[config.mk]
export PLATFORM = sky130hd
export DESIGN_NAME = maze_path_recorder
export DESIGN_NICKNAME = d
export VERILOG_FILES = /design/src/rtl/maze_path_recorder.sv
export SDC_FILE = /design/constraint.sdc
export NUM_CORES = 1
export LEC_CHECK = 0
export CORE_AREA = 5 5 235 237
export CTS_CLUSTER_DIAMETER = 100
export DETAILED_ROUTE_END_ITERATION = 10
export DIE_AREA = 0 0 240 242
export PLACE_DENSITY_LB_ADDON = 0.05
export SLEW_MARGIN = 20
export SYNTH_ARGS = -nofsm -noshare
export SYNTH_HDL_FRONTEND = slang
export SYNTH_SLANG_ARGS = --single-unit
[constraint.sdc]
create_clock -name clk -period 17.4 [get_ports clk]
set_clock_uncertainty 0.15 [all_clocks]
set_input_delay 3.48 -clock clk [delete_from_list [all_inputs] [get_ports clk]]
set_output_delay 3.48 -clock clk [all_outputs]
set_load 0.01 [all_outputs]
[src/rtl/maze_path_recorder.sv]
// maze_path_recorder: logs the committed moves of a maze solver into a step
// buffer, marks visited cells in a GRID x GRID bitmap, flags illegal moves,
// revisits and buffer overflow, freezes the path at the goal and keeps the
// shortest completed path length across restarts.
//
// Handshake: there is no valid/ready pair. Every clock edge samples the solver
// outputs; a move is any cycle whose position differs from the last logged
// step. restart is a single-cycle pulse that takes priority over moves and found.
module maze_path_recorder #(
   parameter int MAX_STEPS = 50,
   parameter int GRID      = 10,
   parameter int GOAL_X    = 9,
   parameter int GOAL_Y    = 9,
   parameter int LEN_W     = $clog2(MAX_STEPS + 1)
) (
   input  logic             clk,
   input  logic             rst,
   input  logic [3:0]       x_pos,
   input  logic [3:0]       y_pos,
   input  logic [2:0]       direction,
   input  logic             found,
   input  logic             restart,
   input  logic [LEN_W-1:0] rd_addr,
   output logic [7:0]       rd_data,
   output logic [LEN_W-1:0] path_len,
   output logic             path_done,
   output logic [LEN_W-1:0] best_len,
   output logic             new_best,
   output logic             illegal_move,
   output logic             loop_seen,
   output logic             overflow,
   output logic [1:0]       dbg_state
);

   typedef enum logic [1:0] {S_IDLE, S_RECORD, S_DONE, S_OVF} state_t;

   localparam int               CELLS    = GRID * GRID;
   localparam int               CELL_W   = $clog2(CELLS);
   localparam logic [3:0]       GRID_C   = 4'(GRID);
   localparam logic [3:0]       GOAL_X_C = 4'(GOAL_X);
   localparam logic [3:0]       GOAL_Y_C = 4'(GOAL_Y);
   localparam logic [LEN_W-1:0] MAX_C    = LEN_W'(MAX_STEPS);

   state_t             state_q, state_d;
   logic [7:0]         buf_q [MAX_STEPS];
   logic [7:0]         buf_d [MAX_STEPS];
   logic [CELLS-1:0]   visited_q, visited_d;
   logic [LEN_W-1:0]   path_len_q, path_len_d;
   logic [LEN_W-1:0]   best_len_q, best_len_d;
   logic               new_best_q, new_best_d;
   logic               illegal_q, illegal_d;
   logic               loop_q, loop_d;
   logic               overflow_q, overflow_d;
   logic [7:0]         rd_data_q, rd_data_d;

   logic [7:0]         cur_pos, last_pos;
   logic [3:0]         last_x, last_y, dx, dy;
   logic [4:0]         manhattan;
   logic [LEN_W-1:0]   last_idx;
   logic [CELL_W-1:0]  cell_idx;
   logic               in_range, moved, at_goal, adjacent, dir_match, full, ovf_now;

   assign cur_pos   = {x_pos, y_pos};
   assign last_idx  = path_len_q - LEN_W'(1);
   assign last_pos  = buf_q[last_idx];
   assign last_x    = last_pos[7:4];
   assign last_y    = last_pos[3:0];
   assign in_range  = (x_pos < GRID_C) && (y_pos < GRID_C);
   assign at_goal   = (x_pos == GOAL_X_C) && (y_pos == GOAL_Y_C);
   assign moved     = (cur_pos != last_pos);
   assign full      = (path_len_q == MAX_C);
   assign ovf_now   = moved && in_range && full;
   assign cell_idx  = CELL_W'(y_pos) * CELL_W'(GRID) + CELL_W'(x_pos);
   assign dx        = (x_pos >= last_x) ? (x_pos - last_x) : (last_x - x_pos);
   assign dy        = (y_pos >= last_y) ? (y_pos - last_y) : (last_y - y_pos);
   assign manhattan = {1'b0, dx} + {1'b0, dy};
   assign adjacent  = (manhattan == 5'd1);

   // Does the position change agree with the announced move code?
   always_comb begin
      dir_match = 1'b0;
      case (direction)
         3'b000:  dir_match = (x_pos == last_x) && (y_pos + 4'd1 == last_y);
         3'b001:  dir_match = (x_pos == last_x) && (y_pos == last_y + 4'd1);
         3'b010:  dir_match = (y_pos == last_y) && (x_pos + 4'd1 == last_x);
         3'b011:  dir_match = (y_pos == last_y) && (x_pos == last_x + 4'd1);
         default: dir_match = 1'b0;
      endcase
   end

   // Next-state, logging and flag logic; restart overrides everything else.
   always_comb begin
      state_d    = state_q;
      buf_d      = buf_q;
      visited_d  = visited_q;
      path_len_d = path_len_q;
      best_len_d = best_len_q;
      new_best_d = 1'b0;
      illegal_d  = illegal_q;
      loop_d     = loop_q;
      overflow_d = overflow_q;
      if (restart) begin
         state_d    = S_IDLE;
         buf_d      = '{default: '0};
         visited_d  = '0;
         path_len_d = '0;
         illegal_d  = 1'b0;
         loop_d     = 1'b0;
         overflow_d = 1'b0;
      end else begin
         case (state_q)
            S_IDLE: begin
               if (in_range) begin
                  buf_d[0]            = cur_pos;
                  visited_d[cell_idx] = 1'b1;
                  path_len_d          = LEN_W'(1);
                  state_d             = S_RECORD;
               end else begin
                  illegal_d = 1'b1;
               end
            end
            S_RECORD: begin
               if (moved) begin
                  if (!in_range) begin
                     illegal_d = 1'b1;
                  end else if (full) begin
                     overflow_d = 1'b1;
                     state_d    = S_OVF;
                  end else begin
                     buf_d[path_len_q]   = cur_pos;
                     visited_d[cell_idx] = 1'b1;
                     path_len_d          = path_len_q + LEN_W'(1);
                     if (!adjacent || !dir_match) illegal_d = 1'b1;
                     if (visited_q[cell_idx]) loop_d = 1'b1;
                  end
               end
               if (found) begin
                  if (!at_goal) begin
                     illegal_d = 1'b1;
                  end else if (!ovf_now) begin
                     // Any move in this cycle is already logged, so the
                     // goal cell counts toward the completed length.
                     state_d = S_DONE;
                     if (path_len_d < best_len_q) begin
                        best_len_d = path_len_d;
                        new_best_d = 1'b1;
                     end
                  end
               end
            end
            default: begin
               // DONE and OVF hold everything until restart or rst.
            end
         endcase
      end
   end

   // Registered read port; reads see the buffer before this cycle's write.
   always_comb begin
      rd_data_d = 8'h00;
      if (rd_addr < path_len_q) rd_data_d = buf_q[rd_addr];
   end

   // State and storage registers with asynchronous reset.
   always_ff @(posedge clk or posedge rst) begin
      if (rst) begin
         state_q    <= S_IDLE;
         buf_q      <= '{default: '0};
         visited_q  <= '0;
         path_len_q <= '0;
         best_len_q <= '1;
         new_best_q <= 1'b0;
         illegal_q  <= 1'b0;
         loop_q     <= 1'b0;
         overflow_q <= 1'b0;
         rd_data_q  <= 8'h00;
      end else begin
         state_q    <= state_d;
         buf_q      <= buf_d;
         visited_q  <= visited_d;
         path_len_q <= path_len_d;
         best_len_q <= best_len_d;
         new_best_q <= new_best_d;
         illegal_q  <= illegal_d;
         loop_q     <= loop_d;
         overflow_q <= overflow_d;
         rd_data_q  <= rd_data_d;
      end
   end

   assign rd_data      = rd_data_q;
   assign path_len     = path_len_q;
   assign path_done    = (state_q == S_DONE);
   assign best_len     = best_len_q;
   assign new_best     = new_best_q;
   assign illegal_move = illegal_q;
   assign loop_seen    = loop_q;
   assign overflow     = overflow_q;
   assign dbg_state    = state_q;

endmodule

==> results of run 1 <==
-- routing by layer --
layer	global-route usage (%)	share of wire, %	up-vias
met5	0	0.012	-
met4	14.09	4.8	2
met3	8.527	11	263
met2	50.42	45	1341
met1	47.32	39	12500
li1	-	-	10520
-- cell families (layout without fill, tap and decap cells) --
kind of cell               Yosys count  after routing  share of synthesized area (%)
AOI/OAI and AO/OA                  700            700                          12.81
xor gates and xnor gates            36             36                          1.150
adders and majority gates           53             53                          2.358
buffers and inverters              308            263                          4.093
DFF                                526            526                          43.39
muxes                              479            479                          24.24
other                                0              2                              0
and+or+nand+nor                    884            884                          11.96
-- flip-flops by register name (all words and copies together), names as in the netlist --
| signal | cells |
|---|---|
| illegal_move | 1 |
| loop_seen | 1 |
| visited_q | 100 |
| dbg_state | 2 |
| rd_data | 8 |
| buf_q | 400 |
| path_len | 6 |
| best_len | 6 |
| new_best | 1 |
| overflow | 1 |
-- metrics by stage --
| stage | cell area, um^2 | total power [mW] | utilization [%] |
|---|---|---|---|
| after floorplan | 30360 | 1.535 | - |
| after global placement | 31130 | 1.654 | 58.65 |
| after detailed placement | 31130 | 1.660 | 58.66 |
| after CTS | 32980 | 2.856 | 62.15 |
| after global routing | 33030 | 2.941 | 62.24 |
| final | 33030 | 2.848 | 62.25 |
-- how the worst max path moves through the flow --
stage,start,end,cells after the start
floorplan,rst,buf_q[0]$_DFFE_PP0P_,1
global placement,y_pos[2],buf_q[396]$_DFFE_PP0P_,14
detailed placement,y_pos[2],buf_q[399]$_DFFE_PP0P_,14
CTS,path_len[0]$_DFFE_PP0P_,buf_q[399]$_DFFE_PP0P_,21
global route,path_len[0]$_DFFE_PP0P_,buf_q[392]$_DFFE_PP0P_,21
finish,path_len[0]$_DFFE_PP0P_,buf_q[394]$_DFFE_PP0P_,20
-- cell usage after synthesis, types with 16 or more instances --
| cell type | instances |
|---|---|
| mux4_2 | 203 |
| nand2b_1 | 16 |
| clkbuf_1 | 205 |
| a221oi_1 | 22 |
| nor3_1 | 22 |
| nor2_1 | 462 |
| inv_1 | 42 |
| xnor2_1 | 21 |
| mux2i_1 | 256 |
| dfrtp_1 | 520 |
| o21ai_0 | 214 |
| nand3_1 | 41 |
| mux2_2 | 20 |
| ha_1 | 46 |
| buf_1 | 17 |
| buf_2 | 27 |
| a21oi_1 | 364 |
| nand2_1 | 282 |
-- cell type report --
class	count	area share, %
Antenna cell	2	0.01515
Sequential cell	526	39.88
Timing Repair Buffer	108	2.841
Inverter	49	0.5681
Clock inverter	14	0.3674
Clock buffer	92	5.234
Tap cell	696	2.636
Multi-Input combinational cell	2152	48.46
-- critical path: stages, from the launching register on --
cell	delay (ns)
dfrtp_4	0.89
inv_1	0.20
ha_4	0.59
buf_4	0.62
buf_4	0.65
mux4_2	0.40
mux2_2	0.30
a222oi_1	0.75
o2bb2ai_1	0.28
inv_1	0.14
ha_1	0.30
nand3_1	0.07
nor3_1	0.54
nor2_1	0.28
nand3_1	0.23
nor2_1	0.13
nand3_2	0.11
buf_4	0.49
o21ai_0	0.15
a21oi_1	0.84
mux2i_1	0.27
-- power groups by stage --
stage / clock network (mW) / logic [mW] / registers, mW
detailed placement: 0 / 0.397 / 1.26
CTS: 1.22 / 0.398 / 1.24
global placement: 0 / 0.391 / 1.26
finish: 1.20 / 0.406 / 1.24
global route: 1.27 / 0.429 / 1.24
floorplan: 0 / 0.277 / 1.26
==> impl_metrics.tcl, run 1 <==
set metrics [dict create \
    status "complete, no violations" \
    instances_no_fill 3639 \
    drc 0 \
    p_comb_share_pct 14.3 \
    clk_pin_slew_ns 0.06 \
    fmax_mhz 116.1 \
    grt_max_degree 165 \
    rsz0062_at_grt "false" \
    die_w_um 240 \
    pin_count 48 \
    p_leak_nw 13.62 \
    avgViaCountPerCell 6.766 \
    yosysTopAreaCell "dfrtp_1" \
    yosys.cell_types.count 75 \
    hold_slack_ns 0.3319 \
    rr_endpoint "buf_q[394]$_DFFE_PP0P_" \
    drt_iter0_drc 2686 \
    worstPathMaxFanout 64 \
    std_cell_rows 85 \
    ctsHoldBuffers 0 \
    synth_flop_cell "dfrtp_1" \
    p_int_mw 2.036 \
    p_seq_share_pct 43.6 \
    multiInputGateArea_mm2 0.01601 \
    seq_area_frac_synth_pct 43.39 \
    regToRegSetupSlack_ns 8.79 \
    synth_edf_count 0 \
    ir_worst_vdd_v 0.00008373 \
    async_flop_share_pct 100.0 \
    vias 24620 \
    drive_gt1_share_pct 14.28 \
    port-buffer-count 47 \
    hpwlAfterDp_um 62300 \
    first_global_vias 24510 \
    cts_made_buffers 58 \
    dieArea_mm2 0.05808 \
    fill_cells 4255 \
    clkPwrFrac_pct 42.1 \
    cts_setup_buffers 0 \
    fin_crit_ns 8.615 \
    yosys_warnings 0 \
    die_height_um 242 \
    grt_pass1_wl_um 151800 \
    fin_ws_ns 8.785 \
    hp-start "best_len[0]$_DFFE_PP1P_" \
    tns_ns 0 \
    dr.pass1.iters 6 \
    worstSetupEndpointType "flop" \
    numClockSinks 526 \
    hold_path.class "reg -> reg" \
    cp.arrival_ns 9.02 \
    synth_cells 2986 \
    dpl_worst_slack_ns 8.859 \
    wl_per_cell_um 27.10 \
    clock_latency_ns 0.65 \
    track_usage_pct 33.67 \
    htree_levels 2 \
    slew_headroom_pct 22.08 \
    startpoint_type "flop" \
    hold_end "best_len[0]$_DFFE_PP1P_" \
    grt-ovfl-total 0 \
    layout_commonest_cell "dfrtp_1" \
    maxSlewViolCount 0 \
    fin_crit_sh_pct 49.51 \
    clockBufferDepth 3 \
    cts_resized 0 \
    min_path_cells 2 \
    worst_pin_slew_ns 1.164 \
    area_growth_pct 8.825 \
    final_cell_mix "519 x dfrtp_1, 459 x nor2_1, 364 x a21oi_1, 282 x nand2_1, 256 x mux2i_1" \
    setup_viol 0 \
    core_area_mm2 0.05307 \
    ys_seq_elements 526 \
    gp_congestion 0.9455 \
    seqCellArea_mm2 0.01317 \
    nNetsFinal 2969 \
    synth_fp_nets 3060 \
    antenna_found_initial 3 \
    yosys.area.top_type_share_pct 42.87 \
    switching_share_pct 28.51 \
    maxCapViolations 0 \
    start_util_pct 57.20 \
    avgSynthCellArea_um2 10.17 \
    rr_startpoint "path_len[0]$_DFFE_PP0P_" \
    rr_worst_depth 20 \
    cts_tree "built" \
    ant_nets 0 \
    crit_type "reg -> reg" \
    power.density_mw_per_mm2 86.21 \
    cp.required_ns 17.81 \
    placedCellCount 3530 \
    root_buffer "clkbuf_16" \
    netlist_area_mm2 0.03036 \
    power_switching_mw 0.8119 \
    synthTopCellsByArea "dfrtp_1 43%, mux4_2 15%, mux2i_1 8.4%" \
    drt-total-wl_um 98620 \
    final_hold_viol_count 0 \
]
(Power assumes the default switching activity.)
==> run 2, diff against run 1 <==
==> constraint.sdc (replaced) <==
create_clock -name clk -period 7.2 [get_ports clk]
set_clock_uncertainty 0.15 [all_clocks]
set_input_delay 1.44 -clock clk [delete_from_list [all_inputs] [get_ports clk]]
set_output_delay 1.44 -clock clk [all_outputs]
set_load 0.01 [all_outputs]
==> impl_metrics.tcl, run 2 (synthesis gave the netlist of run 1 again) <==
set metrics [dict create \
    fin_crit_sh_pct 95.97 \
    clockBufferDepth 3 \
    die_w_um 240 \
    ant_nets 0 \
    clk_pin_slew_ns 0.06 \
    port-buffer-count 47 \
    core_area_mm2 0.05307 \
    first_global_vias 24710 \
    gp_congestion 0.9742 \
    grt_util_met2_pct 50.72 \
    pin_count 48 \
    worst_pin_slew_ns 1.151 \
    numClockSinks 526 \
    ir_worst_vdd_v 0.0001865 \
    drive_gt1_share_pct 15.00 \
    dieArea_mm2 0.05808 \
    drt-total-wl_um 102800 \
    crit_type "reg -> reg" \
    cts_made_buffers 59 \
    avgViaCountPerCell 6.813 \
    track_usage_pct 35.15 \
    largest_reg_flops 400 \
    drc 0 \
    die_height_um 242 \
    power.density_mw_per_mm2 210.6 \
    drt_iter0_drc 3339 \
    power_switching_mw 1.984 \
    grt_pass1_wl_um 157200 \
    hpwlAfterDp_um 66330 \
    maxSlewViolCount 0 \
    instances_no_fill 3664 \
    maxCapViolations 0 \
    area_growth_pct 9.880 \
    layout_commonest_cell "dfrtp_1" \
    hold_path.class "reg -> reg" \
    switching_share_pct 28.25 \
    p_leak_nw 13.79 \
    multiInputGateArea_mm2 0.01602 \
    worstPathMaxFanout 32 \
    seqCellArea_mm2 0.01317 \
    grt_max_degree 236 \
    cp.arrival_ns 7.30 \
    p_int_mw 5.040 \
    slew_headroom_pct 22.97 \
    busiest_layer "met1" \
    fin_ws_ns 0.2904 \
    cts_tree "built" \
    worstSetupEndpointType "flop" \
    wl_per_cell_um 28.05 \
    nNetsFinal 2996 \
    placedCellCount 3555 \
    p_seq_share_pct 42.5 \
    rsz0062_at_grt "true" \
    top_register "buf_q" \
    fill_cells 4319 \
    grt-ovfl-total 0 \
    status "complete, no violations" \
    dr.pass1.iters 5 \
    use_met1_pct 52.32 \
    p_comb_share_pct 14.5 \
    antenna_found_initial 3 \
    dpl_worst_slack_ns 0.3225 \
    std_cell_rows 85 \
    clkPwrFrac_pct 42.9 \
    fin_crit_ns 6.910 \
    setup_viol 0 \
    clock_latency_ns 0.65 \
    grt_util_met3_pct 8.686 \
    startpoint_type "flop" \
    final_hold_viol_count 0 \
    htree_levels 2 \
    vias 24960 \
    start_util_pct 57.20 \
    cp.required_ns 7.59 \
    fmax_mhz 144.7 \
    final_cell_mix "519 x dfrtp_1, 456 x nor2_1, 364 x a21oi_1, 282 x nand2_1, 256 x mux2i_1" \
    root_buffer "clkbuf_16" \
]
-- run 2: per-stage QoR --
| stage | total power, mW | hold WS, ns | instance area (um^2) | util [%] | setup TNS [ns] |
|---|---|---|---|---|---|
| after global placement | 4.028 | 0.3213 | 31390 | 59.14 | 0 |
| after detailed placement | 4.039 | 0.3305 | 31390 | 59.15 | 0 |
| after floorplan | 3.710 | 0.3073 | 30360 | - | -797.29 |
| final | 7.024 | 0.3377 | 33350 | 62.85 | 0 |
| after CTS | 7.035 | 0.3439 | 33300 | 62.75 | 0 |
| after global routing | 7.240 | 0.3644 | 33350 | 62.85 | -0.05084 |
-- run 2: cell type report --
cell class | instances | area share [%]
clock buffer | 92 | 5.158
tap | 696 | 2.611
timing repair buffer | 134 | 3.590
multi-input combinational | 2152 | 48.02
clock inverter | 14 | 0.5589
sequential | 526 | 39.50
antenna | 1 | 0.007502
inverter | 49 | 0.5627
-- run 2: path summary, 6_finish.rpt --
kind / startpoint / endpoint / slack [ns] / depth (start not counted)
min reg2reg: visited_q[4]$_DFFE_PP0P_ / visited_q[4]$_DFFE_PP0P_ / 0.34 / 2
max in group asynchronous: rst / buf_q[300]$_DFFE_PP0P_ / 4.40 / 4
min: visited_q[4]$_DFFE_PP0P_ / visited_q[4]$_DFFE_PP0P_ / 0.34 / 2
max: path_len[0]$_DFFE_PP0P_ / buf_q[263]$_DFFE_PP0P_ / 0.29 / 20
min in group asynchronous: rst / buf_q[227]$_DFFE_PP0P_ / 1.13 / 3
max reg2reg: path_len[0]$_DFFE_PP0P_ / buf_q[263]$_DFFE_PP0P_ / 0.29 / 20
-- run 2: per-layer routing --
metal | share of wire, % | wire length, um
met5 | 0 | 0
met4 | 4.4 | 4484
met3 | 11 | 11150
met2 | 44 | 45110
met1 | 41 | 42040
-- run 2: worst max-delay path, cell delays in order (launching register included) --
cell and delay (ns):
dfrtp_4 0.45, inv_1 0.09, ha_4 0.60, buf_4 0.39, mux4_2 0.34, mux2_2 0.27
a222oi_1 0.72, o2bb2ai_1 0.34, inv_1 0.17, ha_1 0.34, nand3_1 0.09, nor3_1 0.05
buf_4 0.15, nor2_1 0.10, buf_4 0.18, nand3_1 0.14, nor2_1 0.43, nand3_2 0.67
nor2_1 0.75, nand2_1 0.15, a21oi_1 0.18
-- run 2: power by group through the flow --
stage,logic [mW],registers (mW),clock network [mW]
after floorplan,0.669,3.04,0
after global placement,0.989,3.04,0
after detailed placement,0.998,3.04,0
after CTS,1.00,2.99,3.05
after global routing,1.08,2.99,3.17
final,1.02,2.99,3.02
-- run 2: repair_timing --
| item | in CTS | in global routing |
|---|---|---|
| setup endpoints to repair | 0 | 30 |
| buffers inserted | 0 | 2 |
| hold buffers | 0 | 0 |
| gates resized for setup | 0 | 5 |
